**src/rtl/imem_loader.sv**
```systemverilog
// imem_loader: boot-time byte-stream loader that fills the GPP16 instruction RAM.
// It assembles big-endian words, writes them to consecutive addresses and checks an 8-bit additive checksum.
module imem_loader #(
  parameter int                ADDR_W    = 16,
  parameter int                MAX_WORDS = 1024,
  parameter logic [ADDR_W-1:0] BASE_ADDR = '0
) (
  input  logic              clk,
  input  logic              rst,
  input  logic              start,
  input  logic [7:0]        in_data,
  input  logic              in_valid,
  output logic              in_ready,
  output logic              mem_we,
  output logic [ADDR_W-1:0] mem_addr,
  output logic [15:0]       mem_wdata,
  output logic              cpu_rst,
  output logic              done,
  output logic              err,
  output logic [ADDR_W-1:0] word_cnt
);

  // state     | meaning
  // S_LEN_HI  | waiting for word-count high byte
  // S_LEN_LO  | waiting for word-count low byte, range check
  // S_DATA_HI | waiting for high byte of next word
  // S_DATA_LO | waiting for low byte, word written next cycle
  // S_CSUM    | waiting for checksum byte
  // S_DONE    | load good, core released one cycle later
  // S_ERR     | load failed, core held in reset
  localparam logic [2:0] S_LEN_HI  = 3'd0;
  localparam logic [2:0] S_LEN_LO  = 3'd1;
  localparam logic [2:0] S_DATA_HI = 3'd2;
  localparam logic [2:0] S_DATA_LO = 3'd3;
  localparam logic [2:0] S_CSUM    = 3'd4;
  localparam logic [2:0] S_DONE    = 3'd5;
  localparam logic [2:0] S_ERR     = 3'd6;

  logic [2:0]  state;
  logic [7:0]  len_hi;
  logic [7:0]  data_hi;
  logic [7:0]  sum;
  logic [15:0] words_left;
  logic [15:0] len;
  logic        accept;

  assign in_ready = (state != S_DONE) && (state != S_ERR);
  assign accept   = in_valid && in_ready;
  assign len      = {len_hi, in_data};

  always_ff @(posedge clk) begin
    if (rst) begin
      state      <= S_LEN_HI;
      len_hi     <= 8'd0;
      data_hi    <= 8'd0;
      sum        <= 8'd0;
      words_left <= 16'd0;
      mem_we     <= 1'b0;
      mem_addr   <= '0;
      mem_wdata  <= 16'd0;
      cpu_rst    <= 1'b1;
      done       <= 1'b0;
      err        <= 1'b0;
      word_cnt   <= '0;
    end else begin
      mem_we <= 1'b0;
      if (start) begin
        // start beats any byte offered in the same cycle
        state    <= S_LEN_HI;
        sum      <= 8'd0;
        word_cnt <= '0;
        done     <= 1'b0;
        err      <= 1'b0;
        cpu_rst  <= 1'b1;
      end else begin
        if (state == S_DONE) cpu_rst <= 1'b0;
        if (accept) begin
          case (state)
            S_LEN_HI: begin
              len_hi <= in_data;
              sum    <= sum + in_data;
              state  <= S_LEN_LO;
            end
            S_LEN_LO: begin
              sum        <= sum + in_data;
              words_left <= len;
              if (len > 16'(MAX_WORDS)) begin
                state <= S_ERR;
                err   <= 1'b1;
              end else if (len == 16'd0) begin
                state <= S_CSUM;
              end else begin
                state <= S_DATA_HI;
              end
            end
            S_DATA_HI: begin
              data_hi <= in_data;
              sum     <= sum + in_data;
              state   <= S_DATA_LO;
            end
            S_DATA_LO: begin
              // words_left is a down-counter; terminal count 1 means this is the last word
              sum        <= sum + in_data;
              mem_we     <= 1'b1;
              mem_wdata  <= {data_hi, in_data};
              mem_addr   <= BASE_ADDR + word_cnt;
              word_cnt   <= word_cnt + ADDR_W'(1);
              words_left <= words_left - 16'd1;
              state      <= (words_left == 16'd1) ? S_CSUM : S_DATA_HI;
            end
            S_CSUM: begin
              if (in_data == sum) begin
                state <= S_DONE;
                done  <= 1'b1;
              end else begin
                state <= S_ERR;
                err   <= 1'b1;
              end
            end
            default: ;
          endcase
        end
      end
    end
  end

endmodule

```
**config.mk**
```make
export PLATFORM = sky130hd
export DESIGN_NAME = imem_loader
export DESIGN_NICKNAME = d
export VERILOG_FILES = /design/src/rtl/imem_loader.sv
export SDC_FILE = /design/constraint.sdc
export NUM_CORES = 1
export LEC_CHECK = 0
export ABC_CLOCK_PERIOD_IN_PS = 1840
export BUFFER_PORTS_ARGS = -buffer_cell sky130_fd_sc_hd__buf_2
export CAP_MARGIN = 20
export CORE_MARGIN = 2
export CORE_UTILIZATION = 25
export DETAILED_ROUTE_END_ITERATION = 7
export PLACE_DENSITY_LB_ADDON = 0.08
export SKIP_CTS_REPAIR_TIMING = 1
export SLEW_MARGIN = 15
export SYNTH_ARGS = -nofsm -noshare
export SYNTH_HDL_FRONTEND = slang
export SYNTH_SLANG_ARGS = --single-unit
```
**constraint.sdc**
```tcl
create_clock -name clk -period 1.84 [get_ports clk]
set_clock_uncertainty 0.2 [all_clocks]
set_input_delay 0.276 -clock clk [delete_from_list [all_inputs] [get_ports clk]]
set_output_delay 0.276 -clock clk [all_outputs]
set_load 0.01 [all_outputs]
```
# ---- Yosys cells after proc, flatten, opt, wreduce, memory -nomap -nowiden
# Index checks and enable logic that the tools add are counted.
dict set report word_totals {
  ff_bits 95
  inputBits 12
  output_inout_bits 53
  elab_cells 58
}
dict set report op_classes {
  add_sub_neg 3
  n_lt_le_gt_ge 1
  n_eq_ne 11
  mux 10
  n_bitwise 2
  n_reduce_logical 19
}
# operator count
set ops {}
lappend ops {{$pmux 16 s2} 1}
lappend ops {{$add 16x1->16 const B} 1}
lappend ops {{$eq 16x1->1 const B} 1}
lappend ops {{$gt 16x11->1 const B} 1}
lappend ops {{$logic_not 16->1} 1}
lappend ops {{$sub 16x1->16 const B} 1}
lappend ops {{$pmux 3 s5} 1}
lappend ops {{$reduce_and 3->1} 5}
lappend ops {{$mux 3} 3}
lappend ops {{$add 8x8->8} 1}
lappend ops {{$eq 8x8->1} 1}
lappend ops {{$eq 3x2->1 const B} 2}
lappend ops {{$eq 3x3->1 const B} 2}
lappend ops {{$ne 3x3->1 const B} 2}
lappend ops {{$reduce_and 2->1} 3}
lappend ops {{$reduce_bool 5->1} 1}
lappend ops {{$ne 2x2->1 const B} 2}
lappend ops {{$reduce_and 4->1} 1}
lappend ops {{$reduce_bool 2->1} 2}
lappend ops {{$reduce_or 4->1} 1}
lappend ops {{$eq 3x1->1 const B} 1}
lappend ops {{$logic_not 3->1} 1}
lappend ops {{$mux 1} 3}
lappend ops {{$reduce_or 3->1} 1}
lappend ops {{5 further kinds} 7}

# ---- Longest topological paths before layout
dict set report logic_depth {
  depth_word 5
  mapped_depth 8
  depth_no_buf 8
}

# ---- Least setup slack after synthesis
# OpenSTA, ideal clock, no wires.
dict set report synth_path {
  path_type {reg2reg}
  from {register sum[1]}
  to {register sum[7]}
  setup_ns 0.070
  arrival_time_ns 1.771
  t_required_ns 1.570
  slack_ns -0.201
  path_stages_with_launch 7
  path_buffers 0
  period_less_slack_ns 2.041
  cell_sequence {dfxtp_1 -> ha_1 -> a211oi_1 -> o21ai_0 -> and3_1 -> or4_1 -> a21oi_1}
}
dict set report synth_between {
  elab_chain_len 1
}
# element line_no
set synth_lines {}
lappend synth_lines {{from (decl)} 42} ;# logic [7:0] sum;
lappend synth_lines {{from (signal assigned)} 81} ;# sum <= sum + in_data;
lappend synth_lines {{from (signal assigned)} 85} ;# sum <= sum + in_data;
lappend synth_lines {{from (signal assigned)} 98} ;# sum <= sum + in_data;
lappend synth_lines {{$add 8x8->8} -}
# Every way passes these cells.
# A chain may end at the register's enable or synchronous reset.

# ---- Worst setup path after layout
dict set report layout_path {
  from {register sum[0]}
  to {register sum[6]}
}
# The elaborated chain is that of the path after synthesis.

==> impl_metrics.yaml <==
critical_path:
  crit_path_start_kind: "register"
  cpMaxStageDelayCell: "a2111o_1"
  worstPathMaxFanout: 2
  reg2reg_from: "sum[0]"
  crit_family: "compound AO/OA/AOI/OAI gates"
  cp-startpoint: "sum[0]"
  path_depth: 8
  end_kind: "register"
  max_stage_delay_ps: 370
  critical_path_class: "reg2reg"
  reg2reg_to: "sum[6]"
  crit_chain: "ha_4, inv_2, fa_2, nor2b_2, o21a_1, o211ai_1, a2111o_1, nand3_1"
  cp_num_buf_inv: 1
  critPathRequiredTime_ps: 1930
  crit_arrival_ps: 2090
  endpoint: "sum[6]"
  r2r_setup_slack_ps: -150
  r2r_cells: 8
yosys:
  yosysTopAreaCell: "dfxtp_1"
  yosys_warnings: 0
  synth_top_area_share_pct: 43.0
  synthesis.nets: 560
  ys_seq_elements: 95
  synthArstFlopShare_pct: 0
  netlist_instances: 537
  synth_area_leaders: "dfxtp_1 (43%), nand2_1 (8.7%), a21oi_1 (7.1%)"
  ys_types: 54
  ys_dominant_reg_cell: "dfxtp_1"
  syn_area_um2: 4420
  synth_edf_count: 0
  synth_seq_area_share_pct: 43.0
  syn_area_per_cell_um2: 8.23
floorplan:
  io_pins: 65
  coreArea_um2: 17300
  dieArea_um2: 18800
  num_rows: 48
  die_w_um: 137
  start_util_pct: 25.6
  die_h_um: 137
sta:
  timing.final.crit_share_pct: 108
  setup_viol: 8
  relSlewSlack_pct: 72.5
  max_freq_ghz: 0.502
  grt_setup_unrepaired: "true"
  hold_viol_final: 0
  final_max_slew_viol_count: 0
  min_period_ps: 1990
  worst_pin_slew_ps: 413
  setup_slack_ps: -151
power:
  powerDensity_nw_per_um2: 735
  ir_worst_vdd_mv: 0.401
  leakage_nw: 2.59
drt:
  dr.pass1.iters: 4
  viasPerCell: 4.79
  wl_um: 14600
  vias: 4368
  final_antenna_net_count: 0
  drt_iter0_drc: 137
  post_drt_wl_per_cell_um: 16.0
  post-route-drc-count: 0
clock_tree:
  root_buffer: "clkbuf_16"
  clk-insertion-delay-late_ps: 350
  clock_path_buffers: 2
  cts_tree: "yes"
  clk_pin_slew_ps: 70
  cts_buffers: 9
  htreeDepth: 3
  cts_sinks: 95
finish:
  fin_util_pct: 36.2
  layout-drive-gt1-share_pct: 36.4
  area_growth_pct: 41.6
  n_antenna_cell: 0
  final_nets: 705
  post-route-cell-area_um2: 6260
place:
  placed_area_um2: 5690
  dp_hpwl_um: 10600
  gp_congestion: 0.783
  io_buffer_count: 64
global_routing:
  grt_use_total_pct: 15.8
  antenna_found_initial: 0
  overflow: 0
  grt_pass1_vias: 4283
  grt_pass1_wl_um: 22800
  grt_start_max_net_pins: 35
outcome:
  outcome: "finished, violations left"
  violations: "negative setup slack"
min_path:
  hp-class: "in2reg"
flow_run:
  max_cap_violations: 0
[placed cells by master, fill, tap and decap left out, types with 10 or more instances in the layout]
cell type,netlist,routed
nand2_1,102,101
buf_4,0,93
dfxtp_1,95,82
buf_2,3,64
a21oi_1,63,59
nor2_1,55,53
mux2i_1,17,17
o21ai_0,18,13
dfxtp_2,0,12
xor2_1,10,10
nand3_1,11,10
[cells by family (layout without fill, tap and decap cells)]
| family | Yosys count | after routing | share of synthesized area, % |
|---|---|---|---|
| AO/OA/AOI/OAI | 125 | 125 | 16.7 |
| AND/OR/NAND/NOR | 237 | 237 | 26.2 |
| flip-flops | 95 | 95 | 43.0 |
| XOR/XNOR | 13 | 13 | 2.58 |
| adder cells (fa/ha/maj) | 11 | 11 | 3.28 |
| multiplexers | 17 | 17 | 3.85 |
| buffers and inverters | 39 | 189 | 4.41 |
[power breakdown]
part	internal, mW	leakage (nW)	switching, mW
sequential	2.08	0.774	0.0266
combinational	0.249	1.67	0.280
clock	1.07	0.147	0.891
[layout make-up]
type / instances / area, um^2
inverter: 8 / 30.0
clock inverter: 7 / 77.6
tap: 225 / 282
multi-input combinational: 403 / 2590
timing repair buffer: 165 / 1130
fill: 1817 / 11000
clock buffer: 9 / 225
sequential: 95 / 1920
[through the flow]
step	setup TNS (ps)	instances	worst slack [ps]	power, mW	hold slack [ps]
after floorplan	-463	537	-132	2.40	212
after global placement	-1760	891	-316	2.63	239
after detailed placement	-2000	891	-304	2.63	241
after CTS	-1930	907	-248	4.63	114
after global routing	-1780	912	-239	4.79	159
final	-829	912	-151	4.60	135
[tightest hold or removal path, delay by kind of cell]
| kind | cells | cell delay, ps |
|---|---|---|
| buffers and inverters | 1 | 180 |
| AND/OR/NAND/NOR | 1 | 120 |
| AO/OA/AOI/OAI | 1 | 60 |
[worst min path at each step]
stage	from	to	slack (ps)	depth (start not counted)
2_1_floorplan	in_data[0]	mem_wdata[0]	210	2
3_3_place_gp	cpu_rst	cpu_rst	240	2
3_5_place_dp	cpu_rst	cpu_rst	240	2
4_1_cts	start	word_cnt[15]	110	3
5_1_grt	start	word_cnt[15]	160	3
6_report	start	word_cnt[15]	140	3
[metal layers]
| metal | global-route usage, % | wire length, um | vias to the layer above |
|---|---|---|---|
| li1 | - | - | 2187 |
| met1 | 21.4 | 7140 | 2086 |
| met2 | 24.8 | 6610 | 77 |
| met3 | 3.59 | 590 | 18 |
| met4 | 4.75 | 229 | 0 |
| met5 | 0 | 0 | - |
[cell usage after synthesis (3+ instances only)]
cell type	count
nor2_1	55
nand2_1	102
buf_2	3
dfxtp_1	95
o21ai_0	18
nand3b_1	3
a211oi_1	11
o211ai_1	3
nand4_1	8
mux2i_1	17
buf_1	3
clkbuf_1	19
or3_1	5
nand3_1	11
o22ai_1	7
ha_1	10
buf_6	4
xor2_1	10
or4_4	4
and3_1	5
inv_1	8
a21oi_1	63
xnor2_1	3
a31oi_1	4
nor3_1	15
or4_1	4
o31ai_1	4
nor4_1	6
[flip-flops by register name (all words and copies together), names as in the netlist]
register,cells
err,1
data_hi,8
words_left,16
cpu_rst,1
mem_we,1
state,3
mem_wdata,16
word_cnt,16
len_hi,8
sum,8
mem_addr,16
done,1
Note: power is estimated with default switching activity, not from simulation.
